<file path="src/rtl/monitor_carga_pkg.sv">
// Shared types and constants for the battery charge monitor.
// Level encodings, charge range, and default thresholds.
package monitor_carga_pkg;

  typedef enum logic [1:0] {
    NORMAL  = 2'b00,
    BAJA    = 2'b01,
    CRITICA = 2'b10
  } nivel_t;

  localparam int CARGA_W   = 5;
  localparam int CARGA_MAX = 30;

  localparam int N_MUESTRAS_DEF       = 4;
  localparam int UMBRAL_BAJA_DEF      = 12;
  localparam int UMBRAL_CRITICA_DEF   = 6;
  localparam int HISTERESIS_DEF       = 2;
  localparam int PERIODO_PARPADEO_DEF = 8;

  // The adder stage can report 31; clamp it to the physical maximum.
  function automatic logic [CARGA_W-1:0] saturar(input logic [CARGA_W-1:0] v);
    return (v > CARGA_W'(CARGA_MAX)) ? CARGA_W'(CARGA_MAX) : v;
  endfunction

endpackage

</file>
<file path="src/rtl/monitor_carga_if.sv">
// Sample input and level/alarm outputs of the charge monitor.
// master drives samples; slave is the monitor itself.
interface monitor_carga_if;
  import monitor_carga_pkg::*;

  logic [CARGA_W-1:0] carga_total;
  logic               muestra_valida;
  logic [CARGA_W-1:0] promedio;
  logic               promedio_valido;
  nivel_t             nivel;
  logic               alarma;

  modport master (
    output carga_total, muestra_valida,
    input  promedio, promedio_valido, nivel, alarma
  );

  modport slave (
    input  carga_total, muestra_valida,
    output promedio, promedio_valido, nivel, alarma
  );

endinterface

</file>
<file path="src/rtl/promediador_carga.sv">
// Block average of N_MUESTRAS saturated charge samples.
// promedio and its one-cycle valid pulse load on the edge accepting the last sample.
module promediador_carga
  import monitor_carga_pkg::*;
#(
  parameter int N_MUESTRAS = N_MUESTRAS_DEF
) (
  input  logic               clk,
  input  logic               rst_n,
  input  logic [CARGA_W-1:0] carga_total,
  input  logic               muestra_valida,
  output logic [CARGA_W-1:0] promedio,
  output logic               promedio_valido
);

  localparam int LOG2N = $clog2(N_MUESTRAS);
  localparam int ACC_W = $clog2(N_MUESTRAS * CARGA_MAX + 1);

  logic [ACC_W-1:0]   acc_q, acc_d, suma;
  logic [LOG2N-1:0]   cnt_q, cnt_d;
  logic [CARGA_W-1:0] prom_q, prom_d;
  logic               valido_q, valido_d;

  always_comb begin
    suma     = acc_q + ACC_W'(saturar(carga_total));
    acc_d    = acc_q;
    cnt_d    = cnt_q;
    prom_d   = prom_q;
    valido_d = 1'b0;
    if (muestra_valida) begin
      if (cnt_q == LOG2N'(N_MUESTRAS - 1)) begin
        // The closing sample is folded in here, so the window restarts empty.
        prom_d   = CARGA_W'(suma >> LOG2N);
        valido_d = 1'b1;
        acc_d    = '0;
        cnt_d    = '0;
      end else begin
        acc_d = suma;
        cnt_d = cnt_q + 1'b1;
      end
    end
  end

  always_ff @(posedge clk or negedge rst_n) begin
    if (!rst_n) begin
      acc_q    <= '0;
      cnt_q    <= '0;
      prom_q   <= '0;
      valido_q <= 1'b0;
    end else begin
      acc_q    <= acc_d;
      cnt_q    <= cnt_d;
      prom_q   <= prom_d;
      valido_q <= valido_d;
    end
  end

  assign promedio        = prom_q;
  assign promedio_valido = valido_q;

endmodule

</file>
<file path="src/rtl/monitor_carga.sv">
// Charge monitor: averages samples, classifies NORMAL/BAJA/CRITICA with hysteresis,
// and blinks alarma while CRITICA. nivel follows promedio_valido by one cycle.
module monitor_carga
  import monitor_carga_pkg::*;
#(
  parameter int N_MUESTRAS       = N_MUESTRAS_DEF,
  parameter int UMBRAL_BAJA      = UMBRAL_BAJA_DEF,
  parameter int UMBRAL_CRITICA   = UMBRAL_CRITICA_DEF,
  parameter int HISTERESIS       = HISTERESIS_DEF,
  parameter int PERIODO_PARPADEO = PERIODO_PARPADEO_DEF
) (
  input  logic            clk,
  input  logic            rst_n,
  monitor_carga_if.slave  bus
);

  localparam int PARP_W = (PERIODO_PARPADEO > 1) ? $clog2(PERIODO_PARPADEO) : 1;

  localparam logic [CARGA_W-1:0] LIM_CRIT      = CARGA_W'(UMBRAL_CRITICA);
  localparam logic [CARGA_W-1:0] LIM_BAJA      = CARGA_W'(UMBRAL_BAJA);
  localparam logic [CARGA_W-1:0] SALIDA_CRIT   = CARGA_W'(UMBRAL_CRITICA + HISTERESIS);
  localparam logic [CARGA_W-1:0] SALIDA_BAJA   = CARGA_W'(UMBRAL_BAJA + HISTERESIS);

  logic [CARGA_W-1:0] promedio;
  logic               promedio_valido;

  nivel_t             nivel_q, nivel_d;
  logic               alarma_q, alarma_d;
  logic [PARP_W-1:0]  parp_q, parp_d;

  promediador_carga #(
    .N_MUESTRAS (N_MUESTRAS)
  ) u_promediador (
    .clk             (clk),
    .rst_n           (rst_n),
    .carga_total     (bus.carga_total),
    .muestra_valida  (bus.muestra_valida),
    .promedio        (promedio),
    .promedio_valido (promedio_valido)
  );

  always_comb begin
    nivel_d  = nivel_q;
    alarma_d = alarma_q;
    parp_d   = parp_q;

    if (promedio_valido) begin
      case (nivel_q)
        NORMAL: begin
          if (promedio < LIM_CRIT)      nivel_d = CRITICA;
          else if (promedio < LIM_BAJA) nivel_d = BAJA;
        end
        BAJA: begin
          if (promedio < LIM_CRIT)          nivel_d = CRITICA;
          else if (promedio >= SALIDA_BAJA) nivel_d = NORMAL;
        end
        CRITICA: begin
          if (promedio >= SALIDA_BAJA)      nivel_d = NORMAL;
          else if (promedio >= SALIDA_CRIT) nivel_d = BAJA;
        end
        default: nivel_d = NORMAL;
      endcase
    end

    // Alarm tracks the next level so entry and exit land on the same edge as nivel.
    if (nivel_d == CRITICA) begin
      if (nivel_q != CRITICA) begin
        alarma_d = 1'b1;
        parp_d   = '0;
      end else if (parp_q == PARP_W'(PERIODO_PARPADEO - 1)) begin
        alarma_d = ~alarma_q;
        parp_d   = '0;
      end else begin
        parp_d = parp_q + 1'b1;
      end
    end else begin
      alarma_d = 1'b0;
      parp_d   = '0;
    end
  end

  always_ff @(posedge clk or negedge rst_n) begin
    if (!rst_n) begin
      nivel_q  <= NORMAL;
      alarma_q <= 1'b0;
      parp_q   <= '0;
    end else begin
      nivel_q  <= nivel_d;
      alarma_q <= alarma_d;
      parp_q   <= parp_d;
    end
  end

  assign bus.promedio        = promedio;
  assign bus.promedio_valido = promedio_valido;
  assign bus.nivel           = nivel_q;
  assign bus.alarma          = alarma_q;

endmodule

</file>
<file path="src/flat_wrapper.sv">
// flat-port wrapper written by rule: the top's interface ports become plain ports
module monitor_carga_flat import monitor_carga_pkg::*;
#(
  parameter int N_MUESTRAS       = N_MUESTRAS_DEF,
  parameter int UMBRAL_BAJA      = UMBRAL_BAJA_DEF,
  parameter int UMBRAL_CRITICA   = UMBRAL_CRITICA_DEF,
  parameter int HISTERESIS       = HISTERESIS_DEF,
  parameter int PERIODO_PARPADEO = PERIODO_PARPADEO_DEF
)
  (clk, rst_n, bus_carga_total, bus_muestra_valida, bus_promedio, bus_promedio_valido, bus_nivel, bus_alarma);
  monitor_carga_if bus_i ();
  input  logic clk;
  input  logic rst_n;
  input wire logic [$bits(bus_i.carga_total)-1:0] bus_carga_total;
  input wire logic [$bits(bus_i.muestra_valida)-1:0] bus_muestra_valida;
  output wire logic [$bits(bus_i.promedio)-1:0] bus_promedio;
  output wire logic [$bits(bus_i.promedio_valido)-1:0] bus_promedio_valido;
  output wire logic [$bits(bus_i.nivel)-1:0] bus_nivel;
  output wire logic [$bits(bus_i.alarma)-1:0] bus_alarma;
  assign bus_i.carga_total = bus_carga_total;
  assign bus_i.muestra_valida = bus_muestra_valida;
  assign bus_promedio = bus_i.promedio;
  assign bus_promedio_valido = bus_i.promedio_valido;
  assign bus_nivel = bus_i.nivel;
  assign bus_alarma = bus_i.alarma;
  monitor_carga #(.N_MUESTRAS(N_MUESTRAS), .UMBRAL_BAJA(UMBRAL_BAJA), .UMBRAL_CRITICA(UMBRAL_CRITICA), .HISTERESIS(HISTERESIS), .PERIODO_PARPADEO(PERIODO_PARPADEO)) u_core (.clk(clk), .rst_n(rst_n), .bus(bus_i));
endmodule
</file>
<file path="config.mk">
export PLATFORM = sky130hd
export DESIGN_NAME = monitor_carga_flat
export DESIGN_NICKNAME = d
export VERILOG_FILES = /design/src/rtl/monitor_carga_pkg.sv /design/src/rtl/monitor_carga_if.sv /design/src/rtl/promediador_carga.sv /design/src/rtl/monitor_carga.sv /design/src/flat_wrapper.sv
export SDC_FILE = /design/constraint.sdc
export NUM_CORES = 1
export LEC_CHECK = 0
export CORE_MARGIN = 3
export CORE_UTILIZATION = 40
export CTS_CLUSTER_DIAMETER = 80
export DETAILED_ROUTE_END_ITERATION = 7
export DONT_BUFFER_PORTS = 1
export HOLD_SLACK_MARGIN = 0.03
export PLACE_DENSITY_LB_ADDON = 0.1
export SLEW_MARGIN = 20
export SYNTH_ARGS = -nofsm -noshare
export SYNTH_HDL_FRONTEND = slang
export SYNTH_SLANG_ARGS = --single-unit
</file>
<file path="constraint.sdc">
create_clock -name clk -period 1.8 [get_ports clk]
set_input_delay 0.27 -clock clk [delete_from_list [all_inputs] [get_ports clk]]
set_output_delay 0.27 -clock clk [all_outputs]
set_load 0.02 [all_outputs]
</file>
# Yosys cells after proc, flatten, opt, wreduce, memory -nomap -nowiden
# Index checks and enable logic that the tools add are counted.
[totals] output_inout_bits=9 register_bits=21 elab_cells=44 inputBits=8
[op_classes] n_reduce_logical=2 addsub=3 n_eq_ne=7 muxes=19 order_cmp=5 bitwise=1
[ops] op="2-to-1 mux 2 bit" n=8
[ops] op="greater-or-equal comparator 5 x 4 -> 1 bit (second input constant)" n=2
[ops] op="2-to-1 mux 3 bit" n=3
[ops] op="adder 7 x 5 -> 7 bit" n=1
[ops] op="2-to-1 mux 7 bit" n=1
[ops] op="== test 2 bit (second input constant)" n=3
[ops] op="case mux 2 bit (3 select lines)" n=1
[ops] op="> comparator 5 bit (second input constant)" n=1
[ops] op="less-than comparator 5 x 3 -> 1 bit (second input constant)" n=1
[ops] op="less-than comparator 5 x 4 -> 1 bit (second input constant)" n=1
[ops] op="2-to-1 mux 1 bit" n=5
[ops] op="2-to-1 mux 5 bit" n=1
[ops] op="adder 3 x 1 -> 3 bit (second input constant)" n=1
[ops] op="== test 3 bit (second input constant)" n=1
[ops] op="!= test 3 bit (second input constant)" n=1
[ops] op="adder 2 x 1 -> 2 bit (second input constant)" n=1
[ops] op="== test 2 x 1 -> 1 bit (second input constant)" n=1
[ops] op="logical NOT 2 bit" n=1
[ops] op="!= test 2 bit (second input constant)" n=1
[ops] op="AND reduction 2 bit" n=1
[ops] op="inverter 1 bit" n=1

# Longest topological paths before layout
[logic_depth] ltp_word=7 mapped_depth=8 mapped_depth_nobuf=8

# By module
# From an unflattened synthesis, not the netlist that was laid out.
[hier_totals] hier_cells=111 area_unflattened_um2=1159.9
[by_module_without_submodules] mod="promediador_carga" n_inst=1 area_each_um2=842.1 cells_per_inst=81 seq_area_each_um2=375.4
[by_module_without_submodules] mod="monitor_carga" n_inst=1 area_each_um2=317.8 cells_per_inst=30 seq_area_each_um2=150.1

# Worst setup path after synthesis
# OpenSTA, ideal clock, no wires.
[synth_timing] path_type="input to register" startpoint="input port bus_carga_total[2]" endpoint="register u_core.u_promediador.acc_q[6]" arrival_ps=1776 stages=7 required_time_ps=1677 n_path_buf=0 path_slack_ps=-98 setup_time_ps=123 cell_sequence="a41oi_1 ha_1 fa_1 a21o_2 a221o_1 mux2i_1 o2bb2ai_1"
[synth_via] elab_chain_cells=4
[synth_rtl] item="start: declaration" line="flat_wrapper.sv:14" text="input wire logic [$bits(bus_i.carga_total)-1:0] bus_carga_total;"
[synth_rtl] item="> comparator 5 bit" line="monitor_carga_pkg.sv:22" text="return (v > CARGA_W'(CARGA_MAX)) ? CARGA_W'(CARGA_MAX) : v;"
[synth_rtl] item="2-to-1 mux 5 bit (*)" line="monitor_carga_pkg.sv:22"
[synth_rtl] item="adder 7 x 5 -> 7 bit (*)" line="promediador_carga.sv:25" text="suma = acc_q + ACC_W'(saturar(carga_total));"
[synth_rtl] item="2-to-1 mux 7 bit (*)" line="promediador_carga.sv:31" text="if (cnt_q == LOG2N'(N_MUESTRAS - 1)) begin"
[synth_rtl] item="end signal: assignment" line="promediador_carga.sv:46" text="acc_q <= '0;"
[synth_rtl] item="end signal: assignment" line="promediador_carga.sv:51" text="acc_q <= acc_d;"
[synth_rtl] item="end: declaration" line="promediador_carga.sv:19" text="logic [ACC_W-1:0] acc_q, acc_d, suma;"
# Every way passes the cells marked *; elsewhere a longest branch is shown, timed or not.
# A chain may end at the register's enable or synchronous reset.

# Worst setup path after layout
[layout_timing] startpoint="register u_core.u_promediador.acc_q[0]" endpoint="register u_core.u_promediador.acc_q[6]"
[layout_via] elab_chain_cells=2
[layout_rtl] item="adder 7 x 5 -> 7 bit" line="promediador_carga.sv:25"
[layout_rtl] item="2-to-1 mux 7 bit" line="promediador_carga.sv:31"
# No other way between the ends.

==> results.json <==
{
  "status": "complete, but fails checks",
  "failed_checks": "setup timing",
  "post-route-period-util": 1.03,
  "antenna_cells": 0,
  "hold_viol_final": 0,
  "cap_violations": 0,
  "highest_layer": "met4",
  "rows": 18,
  "fmax_ghz": 0.542,
  "clock_sinks": 21,
  "fin_cells": 147,
  "synthTopCellsByArea": "dfrtp_1 45%, ha_1 8.6%, nand2_1 3.2%",
  "design_area_mm2": 0.00129,
  "crit_path_end_kind": "flop",
  "syn-cell-area_mm2": 0.00117,
  "dr_wl_met2_um": 1040,
  "yosysMostFrequentCell": "dfrtp_1",
  "dpl_cell_area_mm2": 0.00122,
  "slew_viol_final": 0,
  "setup_viol": 4,
  "ios": 17,
  "grt_usage": 0.145,
  "wirelength_um": 2240,
  "drc": 0,
  "cts_inserted_buffers": 3,
  "syn_inst": 111,
  "drt-initial-drc-count": 37,
  "cpMaxStageDelayCell": "dfrtp_1",
  "drive_above_1_share": 0.162,
  "path_class": "reg2reg",
  "cts-root-buf": "clkbuf_4",
  "worst_pin_slew_ns": 0.936,
  "vdd_drop_max_mv": 0.832,
  "coreArea_mm2": 0.00261,
  "pre_cts_slack_ns": -0.0521,
  "via_per_inst": 5.62,
  "critPathMaxFanout": 2,
  "cts_buffer_depth": 2,
  "placed_cells": 140,
  "hp-class": "in2reg",
  "die_y_um": 60.0,
  "syn_nets": 128,
  "multi_input_comb_area_um2": 607,
  "crit_family": "compound AO/OA/AOI/OAI gates",
  "fin_nets": 135,
  "yosys-top-cells-count": "21 x dfrtp_1, 10 x nand2_1, 9 x inv_1, 8 x ha_1, 7 x o21ai_0",
  "slowest_delay_ns": 0.41,
  "p_per_area_mw_per_mm2": 1700,
  "max_slew_margin": 0.374,
  "n_fill_cell": 248,
  "grt_antenna_before_repair": 0,
  "cp_data_required_time_ns": 1.98,
  "via_count": 826,
  "rsz0062_at_grt": "yes",
  "synth.avg_cell_area_um2": 10.5,
  "yosysTopAreaCell": "dfrtp_1",
  "synth-seq-area-share": 0.450,
  "htree_num_levels": 1,
  "dp_hpwl_um": 1740,
  "gp_congestion": 0.874,
  "grt_pass1_wl_um": 3900,
  "cp-start-kind": "flop",
  "syn_to_final_growth_pct": 10.3,
  "path_clk_slew_ns": 0.12,
  "initial_utilization": 0.447,
  "grt_overflow": 0,
  "synth-edff-count": 0,
  "cp_cell_sequence": "ha_2 > fa_2 > a21o_2 > a221o_1 > mux2i_1 > o2bb2ai_1",
  "setup_ws_ns": -0.0465,
  "drt-pass1-iter-count": 4,
  "worstPathArrival_ns": 2.03,
  "met3_length_um": 123,
  "io_buffers": 0,
  "grt_start_max_net_pins": 22,
  "register_area_um2": 526,
  "postRouteAntennaNets": 0,
  "ys.flop_type": "dfrtp_1",
  "wl_per_cell_um": 15.2,
  "skew_ns": 0.00510,
  "die_width_um": 60.0,
  "async_reset_ff_frac": 1.00,
  "cts_tree": "built",
  "synth-seq-cells": 21,
  "dieArea_mm2": 0.00360,
  "fin_crit_ns": 1.85,
  "wl_met1_um": 1050,
  "synth_top_area_frac": 0.450,
  "synth_cell_types": 39,
  "yosysWarnings": 0,
  "clk_latency_ns": 0.30,
  "crit_buf_inv": 0,
  "p_leak_nw": 0.604,
  "grt_pass1_vias": 857
}
-- where the power goes --
group          internal (mW)  total (mW)  leakage (nW)  switching (mW)
combinational          0.489       0.951         0.330           0.462
sequential             0.681        1.02         0.259           0.339
clock                 0.0862       0.223        0.0150           0.137
-- cells by family after synthesis --
logic type | synth area share
compound gates | 0.224
xor+xnor | 0.0300
fa+ha+maj | 0.103
buf+inv | 0.0514
flops | 0.450
mux | 0.0268
simple gates | 0.115
-- layout make-up --
class | count | share of cell area
Inverter | 9 | 0.0262
Timing Repair Buffer | 7 | 0.0447
Multi-Input combinational cell | 76 | 0.471
Sequential cell | 21 | 0.408
Tap cell | 30 | 0.0292
Clock buffer | 4 | 0.0204
-- worst register-to-register path, delay by kind of cell (launching register included) --
kind | cells | cell delay [ns]
multiplexers | 1 | 0.15
flip-flops | 1 | 0.41
AO/OA/AOI/OAI | 3 | 0.64
adder cells (fa/ha/maj) | 2 | 0.53
-- cell usage in the layout, fill, tap and decap left out, drive strengths merged, types with 2 or more instances in the layout --
cell type	instances
dfrtp	21
nand2	10
inv	9
o21ai	9
ha	8
nor2	5
buf	5
clkbuf	4
and3	3
o31ai	3
xnor2	3
a211oi	3
a21o	3
a21oi	2
nor3b	2
mux2i	2
a221o	2
o2bb2ai	2
nand3b	2
dlygate4sd3	2
o32ai	2
-- state kept, by name, summed over array words and instances, names as in the netlist --
| signal | flops |
|---|---|
| u_core.bus.alarma | 1 |
| u_core.u_promediador.promedio_valido | 1 |
| u_core.u_promediador.promedio | 5 |
| u_core.bus.nivel | 2 |
| u_core.parp_q | 3 |
| u_core.u_promediador.cnt_q | 2 |
| u_core.u_promediador.acc_q | 7 |
-- per-stage QoR --
stage	hold slack, ns	util	setup TNS [ns]	power (mW)
3_5_place_dp	-0.0249	0.467	-0.117	1.96
4_1_cts	0.0446	0.484	-0.115	2.21
5_1_grt	0.0445	0.493	-0.450	2.42
3_3_place_gp	-0.0249	0.467	-0.0685	1.92
6_report	0.0610	0.493	-0.108	2.19
2_1_floorplan	-0.0256	-	-0.0163	1.71
-- metal layers --
metal | track usage | vias up
met5 | 0 | -
met1 | 0.193 | 386
li1 | - | 420
met3 | 0.0259 | 2
met4 | 0.0665 | 0
met2 | 0.228 | 18
-- final timing paths --
| check | start | end | slack (ns) | depth (start not counted) |
|---|---|---|---|---|
| min in group asynchronous | rst_n | u_core.parp_q[0] | 0.55 | 1 |
| worst max-delay path | u_core.u_promediador.acc_q[0] | u_core.u_promediador.acc_q[6] | -0.05 | 6 |
| max in group asynchronous | rst_n | u_core.u_promediador.promedio[3] | 0.68 | 1 |
| worst max register to register | u_core.u_promediador.acc_q[0] | u_core.u_promediador.acc_q[6] | -0.05 | 6 |
| worst min-delay path | bus_muestra_valida | u_core.u_promediador.acc_q[0] | 0.06 | 1 |
| worst min register to register | u_core.parp_q[0] | u_core.parp_q[0] | 0.45 | 1 |
-- repair_timing --
| action | 4_1_cts | 5_1_grt |
|---|---|---|
| setup buffers | 1 | 0 |
| hold buffers | 1 | 1 |
| endpoints found under the setup margin | 4 | 6 |
| cloned | 0 | 0 |
| pin swaps | 1 | 3 |
| endpoints found under the hold margin | 21 | 2 |
| gates resized for setup | 0 | 1 |
Note: power is estimated with default switching activity, not from simulation.
